## src/rtl/mem_port_arbiter_if.sv

```systemverilog
// Requester-side and RAM-side signal bundle for mem_port_arbiter.
// slave = arbiter view, master = requesters plus RAM (the surrounding system).
interface mem_port_arbiter_if #(
    parameter int AW = 16,
    parameter int DW = 16
);
    logic [2:0]    req;
    logic [2:0]    we;
    logic [AW-1:0] addr0;
    logic [AW-1:0] addr1;
    logic [AW-1:0] addr2;
    logic [DW-1:0] wdata0;
    logic [DW-1:0] wdata1;
    logic [DW-1:0] wdata2;
    logic [2:0]    gnt;
    logic [2:0]    rvalid;
    logic [DW-1:0] rdata;
    logic [AW-1:0] mem_addr;
    logic [DW-1:0] mem_din;
    logic          mem_we;
    logic [DW-1:0] mem_dout;
    logic          busy;

    modport slave (
        input  req, we, addr0, addr1, addr2, wdata0, wdata1, wdata2, mem_dout,
        output gnt, rvalid, rdata, mem_addr, mem_din, mem_we, busy
    );

    modport master (
        output req, we, addr0, addr1, addr2, wdata0, wdata1, wdata2, mem_dout,
        input  gnt, rvalid, rdata, mem_addr, mem_din, mem_we, busy
    );
endinterface

```

## src/rtl/mem_port_arbiter.sv

```systemverilog
// Three-requester arbiter/sequencer for the single synchronous block-RAM port.
// Optional macro MEM_ARB_ROUND_ROBIN_EN selects round-robin instead of fixed priority 0 > 1 > 2.
module mem_port_arbiter #(
    parameter int AW     = 16,
    parameter int DW     = 16,
    parameter int RD_LAT = 1
) (
    input logic               CLK,
    input logic               CLR,
    mem_port_arbiter_if.slave bus
);

    typedef enum logic [1:0] {
        IDLE,
        ISSUE,
        WAIT,
        RESP
    } state_t;

    // WAIT lasts RD_LAT-1 cycles, so the counter is loaded with RD_LAT-2 and exits at zero.
    localparam logic [1:0] WAIT_INIT = (RD_LAT > 1) ? 2'(RD_LAT - 2) : 2'd0;

    state_t        state_q;
    logic [2:0]    gnt_q;
    logic [2:0]    rvalid_q;
    logic          memWe_q;
    logic [AW-1:0] memAddr_q;
    logic [DW-1:0] memDin_q;
    logic [1:0]    owner_q;
    logic [1:0]    waitCnt_q;
`ifdef MEM_ARB_ROUND_ROBIN_EN
    logic [1:0]    rrPtr_q;
`endif

    logic          anyReq;
    logic          arbEdge;
    logic [1:0]    owner_d;
    logic [2:0]    gnt_d;
    logic          memWe_d;
    logic [AW-1:0] memAddr_d;
    logic [DW-1:0] memDin_d;
    logic [2:0]    ownerOneHot;

    assign anyReq      = |bus.req;
    assign arbEdge     = (state_q == IDLE) || (state_q == RESP) || ((state_q == ISSUE) && memWe_q);
    assign ownerOneHot = 3'b001 << owner_q;

    always_comb begin
        owner_d = 2'd0;
`ifdef MEM_ARB_ROUND_ROBIN_EN
        // Search starts one past the last winner.
        case (rrPtr_q)
            2'd0: begin
                if (bus.req[1])      owner_d = 2'd1;
                else if (bus.req[2]) owner_d = 2'd2;
                else                 owner_d = 2'd0;
            end
            2'd1: begin
                if (bus.req[2])      owner_d = 2'd2;
                else if (bus.req[0]) owner_d = 2'd0;
                else                 owner_d = 2'd1;
            end
            default: begin
                if (bus.req[0])      owner_d = 2'd0;
                else if (bus.req[1]) owner_d = 2'd1;
                else                 owner_d = 2'd2;
            end
        endcase
`else
        if (bus.req[0])      owner_d = 2'd0;
        else if (bus.req[1]) owner_d = 2'd1;
        else                 owner_d = 2'd2;
`endif
    end

    always_comb begin
        gnt_d     = 3'b001 << owner_d;
        memWe_d   = bus.we[0];
        memAddr_d = bus.addr0;
        memDin_d  = bus.wdata0;
        case (owner_d)
            2'd1: begin
                memWe_d   = bus.we[1];
                memAddr_d = bus.addr1;
                memDin_d  = bus.wdata1;
            end
            2'd2: begin
                memWe_d   = bus.we[2];
                memAddr_d = bus.addr2;
                memDin_d  = bus.wdata2;
            end
            default: begin
                memWe_d   = bus.we[0];
                memAddr_d = bus.addr0;
                memDin_d  = bus.wdata0;
            end
        endcase
    end

    // Pulses (gnt, rvalid, mem_we) default low; address/data hold outside ISSUE.
    always_ff @(posedge CLK) begin
        if (CLR) begin
            state_q   <= IDLE;
            gnt_q     <= 3'b000;
            rvalid_q  <= 3'b000;
            memWe_q   <= 1'b0;
            memAddr_q <= '0;
            memDin_q  <= '0;
            owner_q   <= 2'd0;
            waitCnt_q <= 2'd0;
`ifdef MEM_ARB_ROUND_ROBIN_EN
            rrPtr_q   <= 2'd2;
`endif
        end else begin
            gnt_q    <= 3'b000;
            rvalid_q <= 3'b000;
            memWe_q  <= 1'b0;
            if (arbEdge) begin
                if (anyReq) begin
                    state_q   <= ISSUE;
                    gnt_q     <= gnt_d;
                    memWe_q   <= memWe_d;
                    memAddr_q <= memAddr_d;
                    memDin_q  <= memDin_d;
                    owner_q   <= owner_d;
`ifdef MEM_ARB_ROUND_ROBIN_EN
                    rrPtr_q   <= owner_d;
`endif
                end else begin
                    state_q <= IDLE;
                end
            end else begin
                case (state_q)
                    ISSUE: begin
                        if (RD_LAT == 1) begin
                            state_q  <= RESP;
                            rvalid_q <= ownerOneHot;
                        end else begin
                            state_q   <= WAIT;
                            waitCnt_q <= WAIT_INIT;
                        end
                    end
                    WAIT: begin
                        if (waitCnt_q == 2'd0) begin
                            state_q  <= RESP;
                            rvalid_q <= ownerOneHot;
                        end else begin
                            waitCnt_q <= waitCnt_q - 2'd1;
                        end
                    end
                    default: state_q <= IDLE;
                endcase
            end
        end
    end

    assign bus.gnt      = gnt_q;
    assign bus.rvalid   = rvalid_q;
    assign bus.rdata    = bus.mem_dout;
    assign bus.mem_addr = memAddr_q;
    assign bus.mem_din  = memDin_q;
    assign bus.mem_we   = memWe_q;
    assign bus.busy     = (state_q != IDLE);

endmodule

```

## src/flat_wrapper.sv

```systemverilog
// flat-port wrapper written by rule: the top's interface ports become plain ports
module mem_port_arbiter_flat 
#(
    parameter int AW     = 16,
    parameter int DW     = 16,
    parameter int RD_LAT = 1
)
  (CLK, CLR, bus_req, bus_we, bus_addr0, bus_addr1, bus_addr2, bus_wdata0, bus_wdata1, bus_wdata2, bus_mem_dout, bus_gnt, bus_rvalid, bus_rdata, bus_mem_addr, bus_mem_din, bus_mem_we, bus_busy);
  mem_port_arbiter_if #(.AW(AW), .DW(DW)) bus_i ();
  input logic CLK;
  input logic CLR;
  input wire logic [$bits(bus_i.req)-1:0] bus_req;
  input wire logic [$bits(bus_i.we)-1:0] bus_we;
  input wire logic [$bits(bus_i.addr0)-1:0] bus_addr0;
  input wire logic [$bits(bus_i.addr1)-1:0] bus_addr1;
  input wire logic [$bits(bus_i.addr2)-1:0] bus_addr2;
  input wire logic [$bits(bus_i.wdata0)-1:0] bus_wdata0;
  input wire logic [$bits(bus_i.wdata1)-1:0] bus_wdata1;
  input wire logic [$bits(bus_i.wdata2)-1:0] bus_wdata2;
  input wire logic [$bits(bus_i.mem_dout)-1:0] bus_mem_dout;
  output wire logic [$bits(bus_i.gnt)-1:0] bus_gnt;
  output wire logic [$bits(bus_i.rvalid)-1:0] bus_rvalid;
  output wire logic [$bits(bus_i.rdata)-1:0] bus_rdata;
  output wire logic [$bits(bus_i.mem_addr)-1:0] bus_mem_addr;
  output wire logic [$bits(bus_i.mem_din)-1:0] bus_mem_din;
  output wire logic [$bits(bus_i.mem_we)-1:0] bus_mem_we;
  output wire logic [$bits(bus_i.busy)-1:0] bus_busy;
  assign bus_i.req = bus_req;
  assign bus_i.we = bus_we;
  assign bus_i.addr0 = bus_addr0;
  assign bus_i.addr1 = bus_addr1;
  assign bus_i.addr2 = bus_addr2;
  assign bus_i.wdata0 = bus_wdata0;
  assign bus_i.wdata1 = bus_wdata1;
  assign bus_i.wdata2 = bus_wdata2;
  assign bus_i.mem_dout = bus_mem_dout;
  assign bus_gnt = bus_i.gnt;
  assign bus_rvalid = bus_i.rvalid;
  assign bus_rdata = bus_i.rdata;
  assign bus_mem_addr = bus_i.mem_addr;
  assign bus_mem_din = bus_i.mem_din;
  assign bus_mem_we = bus_i.mem_we;
  assign bus_busy = bus_i.busy;
  mem_port_arbiter #(.AW(AW), .DW(DW), .RD_LAT(RD_LAT)) u_core (.CLK(CLK), .CLR(CLR), .bus(bus_i));
endmodule
```

## config.mk

```make
export PLATFORM = sky130hd
export DESIGN_NAME = mem_port_arbiter_flat
export DESIGN_NICKNAME = d
export VERILOG_FILES = /design/src/rtl/mem_port_arbiter_if.sv /design/src/rtl/mem_port_arbiter.sv /design/src/flat_wrapper.sv
export SDC_FILE = /design/constraint.sdc
export NUM_CORES = 1
export LEC_CHECK = 0
export ABC_AREA = 0
export BUFFER_PORTS_ARGS = -buffer_cell sky130_fd_sc_hd__buf_2
export CORE_MARGIN = 2
export CORE_UTILIZATION = 43
export DETAILED_ROUTE_END_ITERATION = 7
export GPL_TIMING_DRIVEN = 0
export HOLD_SLACK_MARGIN = 0.03
export PLACE_DENSITY = 0.92
export SETUP_SLACK_MARGIN = 0.5
export SLEW_MARGIN = 15
export SYNTH_ARGS = -nofsm -noshare
export SYNTH_HDL_FRONTEND = slang
export SYNTH_SLANG_ARGS = --single-unit
```

## constraint.sdc

```tcl
create_clock -name CLK -period 2.2 [get_ports CLK]
set_clock_uncertainty 0.1 [all_clocks]
set_input_delay 0.44 -clock CLK [delete_from_list [all_inputs] [get_ports CLK]]
set_output_delay 0.44 -clock CLK [all_outputs]
set_load 0.02 [all_outputs]
```

Yosys cells after proc, flatten, opt, wreduce, memory -nomap -nowiden
Index checks and enable logic that the tools add are counted.
Word-level totals
  input bits: 120
  output and inout port bits: 56
  register bits after elaboration: 45
Operators by class
  shifts and indexed selects: 2
  equality and inequality tests: 6
  bitwise operators: 3
  reductions and logical operators: 11
  muxes and demuxes: 11
  add/subtract/negate cells: 1
Operators by type and width (number)
  16-bit one-hot mux with 2 select lines: 2
  2-bit 2-to-1 mux: 4
  2-bit == test (second input constant): 3
  3-bit one-hot mux with 2 select lines: 1
  3-bit OR reduction: 2
  1-bit by 2-bit << shifter with 3-bit output (first input constant): 2
  2-bit by 1-bit == test with 1-bit output (second input constant): 2
  2-bit zero test: 2
  2-bit one-hot mux with 2 select lines: 1
  3-bit 2-to-1 mux: 1
  3-bit by 1-bit inequality test with 1-bit output (second input constant): 1
  1-bit NOT: 3
  3-bit AND reduction: 1
  1-bit logical OR: 2
  1-bit one-hot mux with 2 select lines: 1
  2-bit AND reduction: 1
  2-bit nonzero test: 1
  2-bit OR reduction: 1
  2-bit by 1-bit subtractor with 2-bit output (second input constant): 1
  1-bit logical AND: 1
  1-bit 2-to-1 mux: 1

Longest topological paths before layout
Gate-level depths: netlist of run 1.
  word-level depth: 5
  depth in mapped cells: 7
  depth with buffers taken out: 5

Worst setup path after synthesis of run 1
No wires, ideal clock.
  kind: register to register
  from: reg u_core.state_q[0]
  to: reg u_core.memAddr_q[3], in the netlist u_core.bus.mem_addr[3]
  library setup time: 118 ps
  stages on the path, launching flop included: 8
  data arrival time: 1545 ps
  path buffers: 2
  slack: 437 ps
  period minus slack after synthesis: 1763 ps
  path through: dfxtp_1 inv_1 ha_1 a21boi_2 or2_2 buf_6 buf_6 o2bb2ai_1
Between the ends
  word-level cells in the longest chain between the ends: 4
Ends and longest elaborated chain
  start, declared: RTL line mem_port_arbiter.sv:23  | state_t state_q;
  start signal, assigned: RTL line mem_port_arbiter.sv:103  | state_q <= IDLE;
  start signal, assigned: RTL line mem_port_arbiter.sv:120  | state_q <= ISSUE;
  start signal, assigned: RTL line mem_port_arbiter.sv:130  | state_q <= IDLE;
  2-bit == test (tied with other cells): RTL line mem_port_arbiter.sv:45  | assign arbEdge = (state_q == IDLE) || (state_q == RESP) || ((state_q == ISSUE) && memWe_q);
  1-bit logical OR / 1-bit logical AND (equally long branches): RTL line mem_port_arbiter.sv:45
  1-bit logical OR (*): RTL line mem_port_arbiter.sv:45
  2-bit AND reduction (no source line) (*)
  end signal, assigned: RTL line mem_port_arbiter.sv:123  | memAddr_q <= memAddr_d;
  end, declared: RTL line mem_port_arbiter.sv:27  | logic [AW-1:0] memAddr_q;
Every way passes the cells marked *; elsewhere a longest branch is shown, timed or not.
A chain may end at the register's enable or synchronous reset.

Worst setup path in the final report of run 1
  from: reg u_core.state_q[0]
  to: reg u_core.memDin_q[5], in the netlist u_core.bus.mem_din[5]
Between the ends
  word-level cells in the longest chain between the ends: 4
Ends and longest elaborated chain
  2-bit == test (tied with other cells): RTL line mem_port_arbiter.sv:45
  1-bit logical OR / 1-bit logical AND (equally long branches): RTL line mem_port_arbiter.sv:45
  1-bit logical OR (*): RTL line mem_port_arbiter.sv:45
  2-bit AND reduction (no source line) (*)
  end signal, assigned: RTL line mem_port_arbiter.sv:124  | memDin_q <= memDin_d;
  end, declared: RTL line mem_port_arbiter.sv:28  | logic [DW-1:0] memDin_q;
Marked as above.

==> impl_metrics.yaml, run 1 <==
run_status:
  outcome: "finished clean"
logic_synthesis:
  synthFlopType: "dfxtp_1"
  ys_top_cells_by_count: "45 x dfxtp_1, 34 x nor2b_1, 33 x mux2_2"
  synth-async-reset-ratio: 0
  synth_top_area_frac: 0.3203
  syn-cell-area_sq_mm: 0.002813
  synth_area_leaders: "dfxtp_1 32%, o2bb2ai_2 15%, mux2_2 13%"
  synthDistinctLibCells: 30
  syn_nets: 378
  synth_edf_count: 0
  syn_inst: 254
  yosys.area.top_type: "dfxtp_1"
  synth.avg_cell_area_sq_um: 11.07
  synth_most_common_cell: "dfxtp_1"
  ys_seq_elements: 45
  yosysWarningCount: 0
  ys_seq_area_frac: 0.3203
clocking:
  clkLatencyLatePin_ns: 0.30
  numCtsBuffers: 5
  ctsHoldBuffers: 0
  numClockSinks: 45
  clockRootBuffer: "clkbuf_8"
  cts_htree_levels: 2
  clk_pin_slew_ns: 0.09
  cts_tree: "done"
  clockBufferDepth: 2
routing:
  wire_per_inst_microns: 14.31
  drc: 0
  vias: 2499
  ant_nets: 0
  drtIter0Drc: 65
  wl_microns: 7253
  firstDrtPassIters: 4
  vias_per_cell: 4.929
global_route:
  grt_antenna_before_repair: 0
  grt_pass1_vias: 2407
  grt_use_total: 0.1900
  gr-total-overflow: 0
  grt_max_degree: 14
  grt_pass1_wl_microns: 11150
floorplan:
  core_sq_mm: 0.006350
  die_w_microns: 84.88
  die_h_microns: 84.88
  start_util: 0.4430
  row_count: 29
  ios: 176
  fp.dieArea_sq_mm: 0.007204
worst_setup_path:
  worstSetupPathDepth: 7
  crit_chain: "inv_2 -> ha_4 -> a21boi_4 -> or3_1 -> buf_6 -> buf_12 -> o2bb2ai_2"
  worst_r2r_startpoint: "u_core.state_q[0]"
  rrSetupSlack_ns: 0.44
  slowest_delay_ns: 0.37
  reg2regPathDepth: 7
  critical_path_class: "reg -> reg"
  cp-endpoint: "u_core.bus.mem_din[5]"
  crit_arrival_ns: 1.89
  cp-start-kind: "flop"
  required_ns: 2.33
  cp_top_family: "buffers and inverters"
  cp_slowest_cell: "or3_1"
  startpoint: "u_core.state_q[0]"
  cp_max_fo: 10
  end_kind: "flop"
  critPathBufInv: 3
  r2r_end: "u_core.bus.mem_din[5]"
worst_hold_path:
  holdPathStages: 3
  hold_path_class: "in -> reg"
sta:
  fin_tns_setup_ns: 0
  fin_crit_ns: 1.759
  slew_headroom: 0.6621
  slew_viol_final: 0
  worstMarginPinSlew_ns: 0.5068
  setup_violations: 0
  fmax_mhz: 568.4
  rsz0062_at_grt: "true"
  finalHoldViolCount: 0
  fin_crit_sh: 0.7998
placed_design:
  gp_congestion: 0.8025
  port_buffers: 159
  dp_hpwl_microns: 5465
layout:
  area_growth_syn_to_layout_pct: 44.08
  fin_util: 0.6382
  drive_above_1_share: 0.6581
  fin_nets: 553
  num_antenna_cells: 0
power_and_ir_drop:
  peakVddDrop_uv: 641.1
  power.density_mw_per_mm2: 1058
  p_leak_nw: 1.958
run:
  drv_cap: 0
metal layers:
| metal | up-vias | track usage | wire (microns) |
|---|---|---|---|
| met5 | - | 0 | 0 |
| met4 | 0 | 0.03752 | 39 |
| met3 | 4 | 0.04864 | 560 |
| met2 | 107 | 0.3565 | 3737 |
| met1 | 1146 | 0.2175 | 2916 |
| li1 | 1242 | - | - |
worst min-delay path by stage:
stage	startpoint	end	slack, ns
final	bus_we[0]	u_core.bus.mem_we	0.29
after global routing	bus_we[0]	u_core.bus.mem_we	0.31
after CTS	bus_we[0]	u_core.bus.mem_we	0.29
after detailed placement	u_core.owner_q[1]	u_core.bus.rvalid[0]	0.36
after global placement	u_core.owner_q[1]	u_core.bus.rvalid[1]	0.34
after floorplan	u_core.owner_q[0]	u_core.bus.rvalid[2]	0.33
worst reg2reg max path, stage by stage, from the launching register on:
cell and delay [ns]:
dfxtp_2 0.36, inv_2 0.06, ha_4 0.21, a21boi_4 0.15
or3_1 0.37, buf_6 0.17, buf_12 0.16, o2bb2ai_2 0.12
sequential cells by signal, summed over array words and instances (netlist names):
name                 cells
u_core.bus.mem_addr     16
u_core.bus.mem_din      16
u_core.bus.gnt           3
u_core.bus.rvalid        3
u_core.owner_q           2
u_core.state_q           2
u_core.waitCnt_q         2
u_core.bus.mem_we        1
final cells by class:
type / count / area (sq um)
multi-input combinational: 168 / 1710
clock inverter: 1 / 5.005
sequential: 45 / 903.4
inverter: 6 / 22.52
timing repair buffer: 168 / 898.4
tap: 77 / 96.34
buffer: 35 / 320.3
fill: 516 / 2297
clock buffer: 7 / 96.34
through the flow:
| stage | hold slack, ns | instances | area (sq um) | setup slack [ns] | power, mW |
|---|---|---|---|---|---|
| 3_3_place_gp | 0.3417 | 490 | 3741 | 0.4499 | 3.285 |
| 4_1_cts | 0.2872 | 501 | 3899 | 0.4555 | 3.988 |
| 6_report | 0.2914 | 507 | 4053 | 0.4405 | 4.289 |
| 3_5_place_dp | 0.3576 | 490 | 3741 | 0.4009 | 3.336 |
| 5_1_grt | 0.3052 | 507 | 4053 | 0.4128 | 4.550 |
| 2_1_floorplan | 0.3283 | 254 | 2849 | 0.5286 | 2.754 |
what timing repair did:
action,CTS,global route
pin swaps,1,0
endpoints found under the setup margin,31,34
resized for setup,5,12
buffers inserted,3,4
cloned,0,2
cell families (layout without fill, tap and decap cells):
kind of cell	count (synthesis)	count (layout)	synth area share
adders and majority gates	4	4	0.01779
muxes	65	65	0.2460
DFF	45	45	0.3203
buffers and inverters	41	217	0.1068
AOI/OAI and AO/OA	47	47	0.1939
and+or+nand+nor	52	52	0.1152
placed cells by master, fill, tap and decap left out, types with 2 or more instances in the layout:
cell type	n
mux2i_1	32
mux2_2	33
ha_1	3
nor2b_1	34
or3_1	3
o2bb2ai_4	4
clkbuf_1	4
o21ai_0	7
clkbuf_8	7
o2bb2ai_2	27
inv_1	3
a21oi_1	5
inv_2	3
dfxtp_1	43
nand2_1	2
buf_4	25
buf_8	2
nor3_1	2
buf_12	4
buf_6	4
nor3b_1	2
clkbuf_16	2
dfxtp_2	2
buf_2	162
where the power goes:
| group | leakage [nW] | internal [mW] | switching [mW] |
|---|---|---|---|
| sequential | 0.371 | 1.08 | 0.125 |
| combinational | 1.53 | 1.21 | 1.31 |
| clock | 0.0542 | 0.284 | 0.279 |
No activity file was read; power rests on OpenSTA's default activity.
==> run 2, diff against run 1 <==
==> constraint.sdc (replaced) <==
create_clock -name CLK -period 1.7 [get_ports CLK]
set_clock_uncertainty 0.1 [all_clocks]
set_input_delay 0.34 -clock CLK [delete_from_list [all_inputs] [get_ports CLK]]
set_output_delay 0.34 -clock CLK [all_outputs]
set_load 0.02 [all_outputs]
==> run 2 against run 1 <==
Compared with the run above: the flow now finishes with violations (negative setup slack); sequential cell count unchanged; via count rose by 5.0%; sequential share of layout area down 1.0 points; fmax shrank 1.3%; count of clock-buffer cells in the layout unchanged; clock power increased by 30%; sequential power up 41%; design area grew 11%; register-to-register slack worse by 0.52 ns.
==> impl_metrics.yaml, run 2 (synthesis gave the netlist of run 1 again) <==
layout:
  mostFrequentLayoutCell: "buf_2"
  design_area_sq_mm: 0.004498
  layout_common_cells: "122 x buf_2, 43 x buf_6, 38 x dfxtp_2"
  area_growth_syn_to_layout_pct: 59.92
  fin_util: 0.7084
  drive_above_1_share: 0.7890
  fin_nets: 559
  num_antenna_cells: 0
sta:
  fmax_mhz: 561.0
  setup_violations: 35
  slew_viol_final: 0
  rsz0062_at_grt: "true"
  setup_ws_ns: -0.08242
  fin_crit_ns: 1.782
  slew_headroom: 0.5908
  worstMarginPinSlew_ns: 0.6138
  fin_crit_sh: 1.048
  finalHoldViolCount: 0
power_and_ir_drop:
  p_leak_nw: 2.071
  peakVddDrop_uv: 951.6
  power.density_mw_per_mm2: 1463
routing:
  wire_per_inst_microns: 16.70
  wl_microns: 8567
  drtIter0Drc: 53
  vias: 2623
  vias_per_cell: 5.113
  drc: 0
  ant_nets: 0
  firstDrtPassIters: 4
placed_design:
  gp_congestion: 0.8236
  dpl-instance-area_sq_mm: 0.003756
  port_buffers: 159
  dp_hpwl_microns: 5766
worst_setup_path:
  end_kind: "flop"
  crit_arrival_ns: 1.86
  critical_path_class: "reg -> reg"
  required_ns: 1.78
  startpoint: "u_core.state_q[1]"
  worst_r2r_startpoint: "u_core.state_q[1]"
  cp_max_fo: 7
  cp-start-kind: "flop"
clocking:
  numClockSinks: 45
  clk_pin_slew_ns: 0.09
  numCtsBuffers: 5
  clockRootBuffer: "clkbuf_8"
  cts_tree: "done"
  clkLatencyLatePin_ns: 0.29
  cts_htree_levels: 2
  clockBufferDepth: 2
global_route:
  grt_use_met3: 0.05739
  grt_max_degree: 14
  grt_busiest_layer: "met2"
  grt_pass1_wl_microns: 12700
  use_met2: 0.4281
  gr-total-overflow: 0
  grt_antenna_before_repair: 0
  grt_pass1_vias: 2702
  grt_use_total: 0.2213
  use_met1: 0.2351
floorplan:
  row_count: 29
  core_sq_mm: 0.006350
  start_util: 0.4430
  fp.dieArea_sq_mm: 0.007204
  ios: 176
  die_h_microns: 84.88
  die_w_microns: 84.88
worst_hold_path:
  hold_path_class: "in -> reg"
  min-delay-start: "bus_we[0]"
run:
  drv_cap: 0
run_status:
  violations: "negative setup slack"
  outcome: "finished, violations left"
-- run 2: cell count changes in the layout (fill, tap and decap cells not counted), moves of 4 or more --
cell	previous run	this run
a21oi_1	5	1
buf_2	162	122
dfxtp_2	2	38
buf_4	25	29
buf_12	4	8
o21ai_0	7	3
dfxtp_1	43	5
a21oi_2	1	5
buf_6	4	43
-- run 2: what timing repair did --
| action | in CTS | in global routing |
|---|---|---|
| hold endpoints to repair | 0 | 0 |
| pin swaps | 20 | 6 |
| resized for setup | 124 | 37 |
| gates cloned | 2 | 1 |
| buffers inserted | 9 | 3 |
| hold buffers | 0 | 0 |
| endpoints found under the setup margin | 84 | 84 |
-- run 2: layout make-up --
type,instances,area [sq um]
Buffer,35,347.8
Clock inverter,1,5.005
Timing Repair Buffer,174,1220
Sequential cell,45,955.9
Tap cell,77,96.34
Fill cell,454,1852
Clock buffer,7,96.34
Inverter,6,25.02
Multi-Input combinational cell,168,1752
-- run 2: routing by layer --
| metal | vias up | wire [microns] |
|---|---|---|
| met5 | - | 0 |
| met4 | 0 | 103 |
| met3 | 10 | 598 |
| met2 | 126 | 4730 |
| met1 | 1238 | 3135 |
| li1 | 1249 | - |
-- run 2: worst paths after layout --
check	endpoint	slack (ns)	cells after the start
max	u_core.bus.mem_addr[7]	-0.08	8
min	u_core.bus.mem_we	0.19	3
max reg2reg	u_core.bus.mem_addr[7]	-0.08	8
min reg2reg	u_core.bus.rvalid[0]	0.38	1
-- run 2: through the flow --
step / instances / setup slack [ns] / hold WS, ns / setup TNS (ns) / power (mW)
after floorplan: 254 / 0.03511 / 0.3193 / 0 / 3.619
after global placement: 490 / -0.03843 / 0.3397 / -0.7664 / 4.309
after detailed placement: 490 / -0.07005 / 0.3465 / -1.651 / 4.380
after CTS: 509 / -0.04375 / 0.1719 / -1.113 / 6.255
after global routing: 513 / -0.1221 / 0.2000 / -3.271 / 6.902
final: 513 / -0.08242 / 0.1856 / -2.231 / 6.582
-- run 2: report_power, final --
part | internal, mW | total (mW) | switching, mW
sequential | 1.47 | 1.71 | 0.245
clock | 0.368 | 0.733 | 0.365
combinational | 2.28 | 4.14 | 1.85
-- run 2: worst max-delay path, cell delays in order, from the launching register on --
cell       delay, ns
dfxtp_2         0.35
inv_2           0.06
ha_4            0.24
a21boi_4        0.14
buf_6           0.12
or2_4           0.23
buf_12          0.15
buf_16          0.14
o2bb2ai_4       0.13
